`src/rtl/tt_puf_challenger_if.sv`:
```
// Host-side run/response handshake of the PUF challenger.
// master = challenger, slave = consumer of the response word.
interface tt_puf_challenger_if #(
    parameter int unsigned RESP_BITS = 16
) ();
    logic                 start;
    logic [3:0]           seed;
    logic                 busy;
    logic [RESP_BITS-1:0] resp_out;
    logic                 resp_valid;
    logic                 resp_ready;

    modport master (
        input  start,
        input  seed,
        input  resp_ready,
        output busy,
        output resp_out,
        output resp_valid
    );

    modport slave (
        output start,
        output seed,
        output resp_ready,
        input  busy,
        input  resp_out,
        input  resp_valid
    );
endinterface

```
`src/rtl/tt_puf_challenger.sv`:
```
// Challenge sequencer for a keyed delay-chain arbiter PUF; builds a RESP_BITS response word.
// Optional TT_PUF_MAJ_VOTE_EN: three shots per challenge, majority-voted result bit.
module tt_puf_challenger #(
    parameter int unsigned RESP_BITS  = 16,
    parameter int unsigned SETTLE_CYC = 8
) (
    input  logic                clk,
    input  logic                rst,
    tt_puf_challenger_if.master host,
    output logic                pulse,
    output logic [3:0]          key_4,
    input  logic                resp_in
);

    localparam logic [2:0] StIdle   = 3'd0;
    localparam logic [2:0] StArm    = 3'd1;
    localparam logic [2:0] StFire   = 3'd2;
    localparam logic [2:0] StSample = 3'd3;
    localparam logic [2:0] StDone   = 3'd4;

    localparam int unsigned PhW = (SETTLE_CYC > 1) ? $clog2(SETTLE_CYC) : 1;
    localparam int unsigned KW  = (RESP_BITS > 1) ? $clog2(RESP_BITS) : 1;
    localparam logic [PhW-1:0] PhLast = PhW'(SETTLE_CYC - 1);
    localparam logic [KW-1:0]  KLast  = KW'(RESP_BITS - 1);

    logic [2:0]           state_q, state_d;
    logic [PhW-1:0]       phase_q, phase_d;
    logic [KW-1:0]        bit_q, bit_d;
    logic [3:0]           seed_q, seed_d;
    logic [RESP_BITS-1:0] resp_out_q, resp_out_d;
    logic                 sync1_q, sync1_d;
    logic                 sync2_q, sync2_d;
    logic                 last_shot;
    logic                 sample_bit;

`ifdef TT_PUF_MAJ_VOTE_EN
    logic [1:0] shot_q, shot_d;
    logic [1:0] vote_q, vote_d;
    logic [1:0] vote_sum;

    // vote_q never exceeds 2 before the third sample, so the sum fits in 2 bits
    assign vote_sum   = vote_q + {1'b0, sync2_q};
    assign last_shot  = (shot_q == 2'd2);
    assign sample_bit = vote_sum[1];
`else
    assign last_shot  = 1'b1;
    assign sample_bit = sync2_q;
`endif

    always_comb begin
        state_d    = state_q;
        phase_d    = phase_q;
        bit_d      = bit_q;
        seed_d     = seed_q;
        resp_out_d = resp_out_q;
        sync1_d    = resp_in;
        sync2_d    = sync1_q;
`ifdef TT_PUF_MAJ_VOTE_EN
        shot_d     = shot_q;
        vote_d     = vote_q;
`endif
        case (state_q)
            StIdle: begin
                if (host.start) begin
                    seed_d     = host.seed;
                    resp_out_d = '0;
                    bit_d      = '0;
                    phase_d    = '0;
                    state_d    = StArm;
`ifdef TT_PUF_MAJ_VOTE_EN
                    shot_d     = 2'd0;
                    vote_d     = 2'd0;
`endif
                end
            end
            StArm: begin
                if (phase_q == PhLast) begin
                    phase_d = '0;
                    state_d = StFire;
                end else begin
                    phase_d = phase_q + PhW'(1);
                end
            end
            StFire: begin
                if (phase_q == PhLast) begin
                    phase_d = '0;
                    state_d = StSample;
                end else begin
                    phase_d = phase_q + PhW'(1);
                end
            end
            StSample: begin
                state_d = StArm;
`ifdef TT_PUF_MAJ_VOTE_EN
                if (last_shot) begin
                    shot_d = 2'd0;
                    vote_d = 2'd0;
                end else begin
                    shot_d = shot_q + 2'd1;
                    vote_d = vote_sum;
                end
`endif
                if (last_shot) begin
                    resp_out_d[bit_q] = sample_bit;
                    if (bit_q == KLast) begin
                        state_d = StDone;
                    end else begin
                        bit_d = bit_q + KW'(1);
                    end
                end
            end
            StDone: begin
                if (host.resp_ready) begin
                    state_d = StIdle;
                end
            end
            default: state_d = StIdle;
        endcase
    end

    always_ff @(posedge clk) begin
        if (rst) begin
            state_q    <= StIdle;
            phase_q    <= '0;
            bit_q      <= '0;
            seed_q     <= '0;
            resp_out_q <= '0;
            sync1_q    <= 1'b0;
            sync2_q    <= 1'b0;
`ifdef TT_PUF_MAJ_VOTE_EN
            shot_q     <= 2'd0;
            vote_q     <= 2'd0;
`endif
        end else begin
            state_q    <= state_d;
            phase_q    <= phase_d;
            bit_q      <= bit_d;
            seed_q     <= seed_d;
            resp_out_q <= resp_out_d;
            sync1_q    <= sync1_d;
            sync2_q    <= sync2_d;
`ifdef TT_PUF_MAJ_VOTE_EN
            shot_q     <= shot_d;
            vote_q     <= vote_d;
`endif
        end
    end

    // key_4 is forced to 0 only in IDLE; DONE keeps showing the last challenge
    assign key_4           = (state_q == StIdle) ? 4'd0 : (seed_q + 4'(bit_q));
    assign pulse           = (state_q == StFire) || (state_q == StSample);
    assign host.busy       = (state_q != StIdle);
    assign host.resp_valid = (state_q == StDone);
    assign host.resp_out   = resp_out_q;

endmodule

```
`src/flat_wrapper.sv`:
```
// flat-port wrapper written by rule: the top's interface ports become plain ports
module tt_puf_challenger_flat 
#(
    parameter int unsigned RESP_BITS  = 16,
    parameter int unsigned SETTLE_CYC = 8
)
  (clk, rst, pulse, key_4, resp_in, host_start, host_seed, host_resp_ready, host_busy, host_resp_out, host_resp_valid);
  tt_puf_challenger_if #(.RESP_BITS(RESP_BITS)) host_i ();
  input  logic clk;
  input  logic rst;
  output logic pulse;
  output logic [3:0] key_4;
  input  logic resp_in;
  input wire logic [$bits(host_i.start)-1:0] host_start;
  input wire logic [$bits(host_i.seed)-1:0] host_seed;
  input wire logic [$bits(host_i.resp_ready)-1:0] host_resp_ready;
  output wire logic [$bits(host_i.busy)-1:0] host_busy;
  output wire logic [$bits(host_i.resp_out)-1:0] host_resp_out;
  output wire logic [$bits(host_i.resp_valid)-1:0] host_resp_valid;
  assign host_i.start = host_start;
  assign host_i.seed = host_seed;
  assign host_i.resp_ready = host_resp_ready;
  assign host_busy = host_i.busy;
  assign host_resp_out = host_i.resp_out;
  assign host_resp_valid = host_i.resp_valid;
  tt_puf_challenger #(.RESP_BITS(RESP_BITS), .SETTLE_CYC(SETTLE_CYC)) u_core (.clk(clk), .rst(rst), .host(host_i), .pulse(pulse), .key_4(key_4), .resp_in(resp_in));
endmodule
```
`config.mk`:
```
export PLATFORM = sky130hd
export DESIGN_NAME = tt_puf_challenger_flat
export DESIGN_NICKNAME = d
export VERILOG_FILES = /design/src/rtl/tt_puf_challenger_if.sv /design/src/rtl/tt_puf_challenger.sv /design/src/flat_wrapper.sv
export SDC_FILE = /design/constraint.sdc
export NUM_CORES = 1
export LEC_CHECK = 0
export ABC_AREA = 0
export BUFFER_PORTS_ARGS = -buffer_cell sky130_fd_sc_hd__buf_2
export CORE_ASPECT_RATIO = 0.6
export CORE_MARGIN = 3
export CORE_UTILIZATION = 39
export CTS_BUF_LIST = sky130_fd_sc_hd__clkbuf_2 sky130_fd_sc_hd__clkbuf_4 sky130_fd_sc_hd__clkbuf_8
export DETAILED_ROUTE_END_ITERATION = 10
export PLACE_DENSITY = 0.68
export SLEW_MARGIN = 10
export SYNTH_ARGS = -nofsm -noshare
export SYNTH_HDL_FRONTEND = slang
export SYNTH_SLANG_ARGS = --single-unit
```
`constraint.sdc`:
```
create_clock -name clk -period 1.5 [get_ports clk]
set_input_delay 0.15 -clock clk [delete_from_list [all_inputs] [get_ports clk]]
set_output_delay 0.15 -clock clk [all_outputs]
set_load 0.05 [all_outputs]
```
== Word level (Yosys, flattened, before mapping) ==
Index checks and enable logic that the tools add are counted.

* Register bits: 32
* Bits in latches: 0
* Memory bits (writable): 0
* Memory bits (read-only): 0
* Bits of input ports: 9
* Output and inout port bits: 23
* Logic and storage cells: 53
* Memories: 0

* Add/sub/neg operators: 3
* Multiply operators: 0
* Divide/modulo/power cells: 0
* $lt $le $gt $ge: 2
* Equality and inequality tests: 11
* Shifts and indexed selects: 0
* Muxes and demuxes: 18
* Bitwise operators: 0
* Reduce and logical (&&, ||, !) cells: 12

{| class="wikitable"
|+ Operators with widths
! operator !! number
|-
| $pmux W16 S2 || 1
|-
| $mux W3 || 7
|-
| $bwmux W16 || 1
|-
| $mux W16 || 1
|-
| $pmux W3 S5 || 1
|-
| $mux W4 || 3
|-
| $pmux W4 S2 || 1
|-
| $eq A3 B2 Y1 const B || 2
|-
| $eq A3 B3 Y1 const B || 2
|-
| $ne A2 B2 Y1 const B || 3
|-
| $pmux W3 S2 || 1
|-
| $reduce_and A2 Y1 || 3
|-
| $lt A4 B5 Y1 const B || 1
|-
| $add A4 B1 Y4 const B || 1
|-
| $add A4 B4 Y4 || 1
|-
| $demux W1 S4 || 1
|-
| $eq A4 B4 Y1 const B || 1
|-
| $ge A4 B1 Y1 const B || 1
|-
| $ne A2 B1 Y1 const B || 2
|-
| $reduce_and A4 Y1 || 1
|-
| $reduce_bool A2 Y1 || 2
|-
| $add A3 B1 Y3 const B || 1
|-
| $eq A3 B1 Y1 const B || 1
|-
| $logic_not A3 Y1 || 1
|-
| other kinds (6) || 6
|}

== Depth between registers and ports, before layout ==
* Word-level depth: 6
* Gate-level depth with buffers: 6
* Mapped depth without buffers: 5

== Worst setup path after synthesis ==
OpenSTA, ideal clock, no wires.

* Path kind: flip-flop to output port
* Start: register u_core.state_q[1]
* End: output key_4[3]
* Arrival: 2.216 ns
* Required time: 1.350 ns
* Path slack: -0.866 ns
* Stages on the path, launching flop included: 6
* Buffers on the path: 1
* Cell sequence: dfxtp_1 -> buf_2 -> nor3_1 -> inv_1 -> nand2_1 -> o21ai_0

* Cells in the longest elaborated chain, start to end: 2

{| class="wikitable"
|+ Ends and longest elaborated chain
! element !! line !! source
|-
| start: declaration || tt_puf_challenger.sv:26 || <nowiki>logic [2:0] state_q, state_d;</nowiki>
|-
| start signal: assignment || tt_puf_challenger.sv:123 || <nowiki>state_q <= StIdle;</nowiki>
|-
| start signal: assignment || tt_puf_challenger.sv:135 || <nowiki>state_q <= state_d;</nowiki>
|-
| $logic_not A3 Y1 || tt_puf_challenger.sv:150 || <nowiki>assign key_4 = (state_q == StIdle) ? 4'd0 : (seed_q + 4'(bit_q));</nowiki>
|-
| $mux W4 || tt_puf_challenger.sv:150 ||
|-
| end: declaration || flat_wrapper.sv:12 || <nowiki>output logic [3:0] key_4;</nowiki>
|}

No other way between the ends.

== Worst setup path in the final report ==
* Start: register u_core.seed_q[1]
* End: output key_4[3]

* Cells in the longest elaborated chain, start to end: 2

{| class="wikitable"
|+ Ends and longest elaborated chain
! element !! line !! source
|-
| start: declaration || tt_puf_challenger.sv:29 || <nowiki>logic [3:0] seed_q, seed_d;</nowiki>
|-
| start signal: assignment || tt_puf_challenger.sv:126 || <nowiki>seed_q <= '0;</nowiki>
|-
| start signal: assignment || tt_puf_challenger.sv:138 || <nowiki>seed_q <= seed_d;</nowiki>
|-
| $add A4 B4 Y4 || tt_puf_challenger.sv:150 ||
|-
| $mux W4 || tt_puf_challenger.sv:150 ||
|}

No other way between the ends.

==> out/metrics.cfg <==
[worst_setup_path]
setup.worst_path.class=flip-flop to output port
cp.required_ps=1350
crit_arrival_ps=1660
critPathLaunchType=flip-flop
cp-end-kind=output port
ff2ff_path_depth=5
worstPathMaxFanout=2

[clock_tree]
clkSinkCount=32
tritoncts_clock_tree=done
insertion_delay_ps=280
holdBufCountCts=0
max-clock-path-buffers=2
clock_tree.htree_level_count=2
numCtsBuffers=5
clk_pin_slew_ps=60
cts.root.buffer_cell=sky130_fd_sc_hd__clkbuf_8

[yosys]
synth_area_leader_cell=sky130_fd_sc_hd__dfxtp_1
synth_async_sr_flop_share_pct=0
syn_inst=220
yosys_warns=0
synth-seq-area-share_pct=35.3
ys_top_cells_by_area=sky130_fd_sc_hd__dfxtp_1 (35%), sky130_fd_sc_hd__nand3_1 (13%), sky130_fd_sc_hd__a31oi_1 (6.6%)
post_synth_edffs=0
postSynthRegisterBits=32
yosys.cell_types.count=37
post_synth.cell_area_avg_sq_um=8.25
synthFlopType=sky130_fd_sc_hd__dfxtp_1
cell_area_after_synthesis_sq_mm=0.00181
mappedNetlistNets=239
share_of_the_synthesized_area_in_the_top_cell_type_pct=35.3

[placement]
buffer_ports.inserted=31
hpwl_mm=3.27
routabilityCongestion=0.807
place_area_sq_mm=0.00219

[timing]
final_min_period_over_clock_period_pct=121
timing.hold.ws_ps=80.5
unrepaired_setup_endpoints_after_global_routing=true
fin_max_slew_vios=0
worst_clock_skew_ps=6.60
relSlewSlack_pct=72.6
timing.final.ws_setup_ps=-312
tightest_slew_ps=409
max_freq_ghz=0.552
final_period_minus_worst_setup_slack_ps=1810
finalSetupViolations=3
report.final.hold_viol_count=0

[grt]
grt_antenna_before_repair=0
globalRoute.totalOverflow=0
grt_max_degree=25
grt_util_all_layers_pct=18.2
number_of_global_route_vias_before_repair=1547
grt_pass1_wl_mm=7.85

[pwr]
vdd.ir_drop.worst_mv=0.403
power.leakage_nw=0.918
power_density_mw_per_mm2=723

[drt]
drt_first_pass_iters=4
wl_met1_mm=2.47
drc_violation_count_after_routing=0
avgViaCountPerCell=5.48
length_of_routed_met2_wiring_mm=1.96
detail_route.wl_per_cell_um=14.7
routed_wirelength_mm=4.72
vias=1758
maxUsedRoutingLayer=met4
post_route_ant_nets=0
drt-initial-drc-count=112
wl_met3_um=258

[floorplan]
dieHeight_um=58.8
chipWidth_um=94.1
die_area_sq_mm=0.00553
top_level_ports=32
core_region_area_sq_mm=0.00428
num_rows=18
initial_utilization_pct=42.4

[final_layout]
final_layout_size_suffix_gt1_share_pct=35.2
layout.cell_area.non_filler_sq_mm=0.00243
final_nets=279
ant_diodes=0
layout-area-overhead-vs-synth_pct=34.0
fill_cells=414

[run_status]
status=finished, violations left
failing_checks=setup timing

[worst_hold_path]
worstHoldPathCells=2
hp-class=input port to flip-flop

[job]
maxCapViolations=0

final timing paths:
kind | startpoint | slack, ps | endpoint
worst min register to register | u_core.sync1_q | 440 | u_core.sample_bit
worst min-delay path | resp_in | 80 | u_core.sync1_q
worst max register to register | u_core.phase_q[0] | 50 | u_core.state_q[0]
worst max-delay path | u_core.seed_q[1] | -310 | key_4[3]
critical path, stage by stage, from the launching register on:
cell	delay [ps]
sky130_fd_sc_hd__dfxtp_2	340
sky130_fd_sc_hd__ha_4	240
sky130_fd_sc_hd__a21o_1	160
sky130_fd_sc_hd__a2111o_1	400
sky130_fd_sc_hd__o21ai_4	80
sky130_fd_sc_hd__buf_6	170
registers in the layout, indices dropped and copies added, names as in the netlist:
name and count:
u_core.bit_q 4, u_core.host.resp_out 16, u_core.phase_q 3, u_core.sample_bit 1, u_core.seed_q 4, u_core.state_q 3
u_core.sync1_q 1
cells by family after synthesis:
logic type	Yosys count	share of synthesized area (%)
AND/OR/NAND/NOR	96	30.2
AO/OA/AOI/OAI	44	16.9
buffers and inverters	34	8.28
flip-flops	32	35.3
adder cells (fa/ha/maj)	10	7.31
XOR/XNOR	3	1.45
multiplexers	1	0.552
stage by stage:
stage	setup TNS [ps]	cells	power, W	utilization, %	setup WS [ps]
final	-803	321	0.00176	56.8	-312
after global routing	-1000	321	0.00183	56.8	-375
after CTS	-841	320	0.00177	55.4	-325
after detailed placement	-367	310	0.00103	51.2	-250
after global placement	-276	310	0.00103	51.2	-194
after floorplan	-89.3	220	0.000993	-	-45.3
report_power, final:
group	total, W	switching, W	internal, W
Clock	0.000720	0.000310	0.000410
Combinational	0.000167	0.0000963	0.0000710
Sequential	0.000870	0.0000105	0.000860
Total	0.00176	0.000417	0.00134
cell type report:
| class | count | area, sq um | share of cell area (%) |
|---|---|---|---|
| timing repair buffer | 58 | 428 | 17.6 |
| multi-input combinational | 154 | 1140 | 46.8 |
| clock buffer | 8 | 97.6 | 4.01 |
| tap | 60 | 75.1 | 3.09 |
| inverter | 9 | 36.3 | 1.49 |
| sequential | 32 | 656 | 27.0 |
metal layers:
layer	vias to the layer above	track usage, %
li1	895	-
met1	813	28.8
met2	45	24.7
met3	5	3.83
met4	0	4.32
met5	-	0
synthesized netlist by cell type (3+ instances only):
cell                       instances
sky130_fd_sc_hd__nand4_1           7
sky130_fd_sc_hd__a21oi_1           7
sky130_fd_sc_hd__a22o_1            3
sky130_fd_sc_hd__nor2_1            4
sky130_fd_sc_hd__nand2_1           8
sky130_fd_sc_hd__a21o_1            3
sky130_fd_sc_hd__buf_2             6
sky130_fd_sc_hd__nand3b_1          9
sky130_fd_sc_hd__a211o_1           3
sky130_fd_sc_hd__dfxtp_1          32
sky130_fd_sc_hd__a31oi_1          19
sky130_fd_sc_hd__nand3_1          47
sky130_fd_sc_hd__nor3_1            3
sky130_fd_sc_hd__ha_1              9
sky130_fd_sc_hd__nor2b_1           5
sky130_fd_sc_hd__clkbuf_1         16
sky130_fd_sc_hd__nand4b_1          4
sky130_fd_sc_hd__inv_1             9
sky130_fd_sc_hd__xnor2_1           3
repair_timing:
item / 4_1_cts / 5_1_grt
setup endpoints to repair: 7 / 17
buffers inserted: 2 / 1
pin swaps: 4 / 3
resized for setup: 21 / 13
layout by cell type, fill, tap and decap left out, types with 2 or more instances in the layout:
| cell type | count |
|---|---|
| sky130_fd_sc_hd__dfxtp_1 | 26 |
| sky130_fd_sc_hd__a21oi_1 | 7 |
| sky130_fd_sc_hd__nor3_1 | 2 |
| sky130_fd_sc_hd__ha_1 | 4 |
| sky130_fd_sc_hd__nand3_1 | 47 |
| sky130_fd_sc_hd__nand4b_1 | 4 |
| sky130_fd_sc_hd__and4b_1 | 2 |
| sky130_fd_sc_hd__buf_4 | 24 |
| sky130_fd_sc_hd__nor2_1 | 3 |
| sky130_fd_sc_hd__inv_1 | 8 |
| sky130_fd_sc_hd__a21o_1 | 3 |
| sky130_fd_sc_hd__buf_8 | 2 |
| sky130_fd_sc_hd__nand3b_1 | 9 |
| sky130_fd_sc_hd__a211o_1 | 3 |
| sky130_fd_sc_hd__nand4_1 | 7 |
| sky130_fd_sc_hd__a31oi_1 | 18 |
| sky130_fd_sc_hd__a22o_1 | 3 |
| sky130_fd_sc_hd__clkbuf_8 | 6 |
| sky130_fd_sc_hd__buf_2 | 25 |
| sky130_fd_sc_hd__dfxtp_4 | 3 |
| sky130_fd_sc_hd__ha_2 | 4 |
| sky130_fd_sc_hd__clkbuf_4 | 3 |
| sky130_fd_sc_hd__buf_12 | 2 |
| sky130_fd_sc_hd__buf_6 | 4 |
| sky130_fd_sc_hd__xnor2_1 | 2 |
| sky130_fd_sc_hd__nor2b_1 | 5 |
| sky130_fd_sc_hd__dfxtp_2 | 3 |
| sky130_fd_sc_hd__nand2_1 | 8 |
Power figures use the tool's default switching activity.
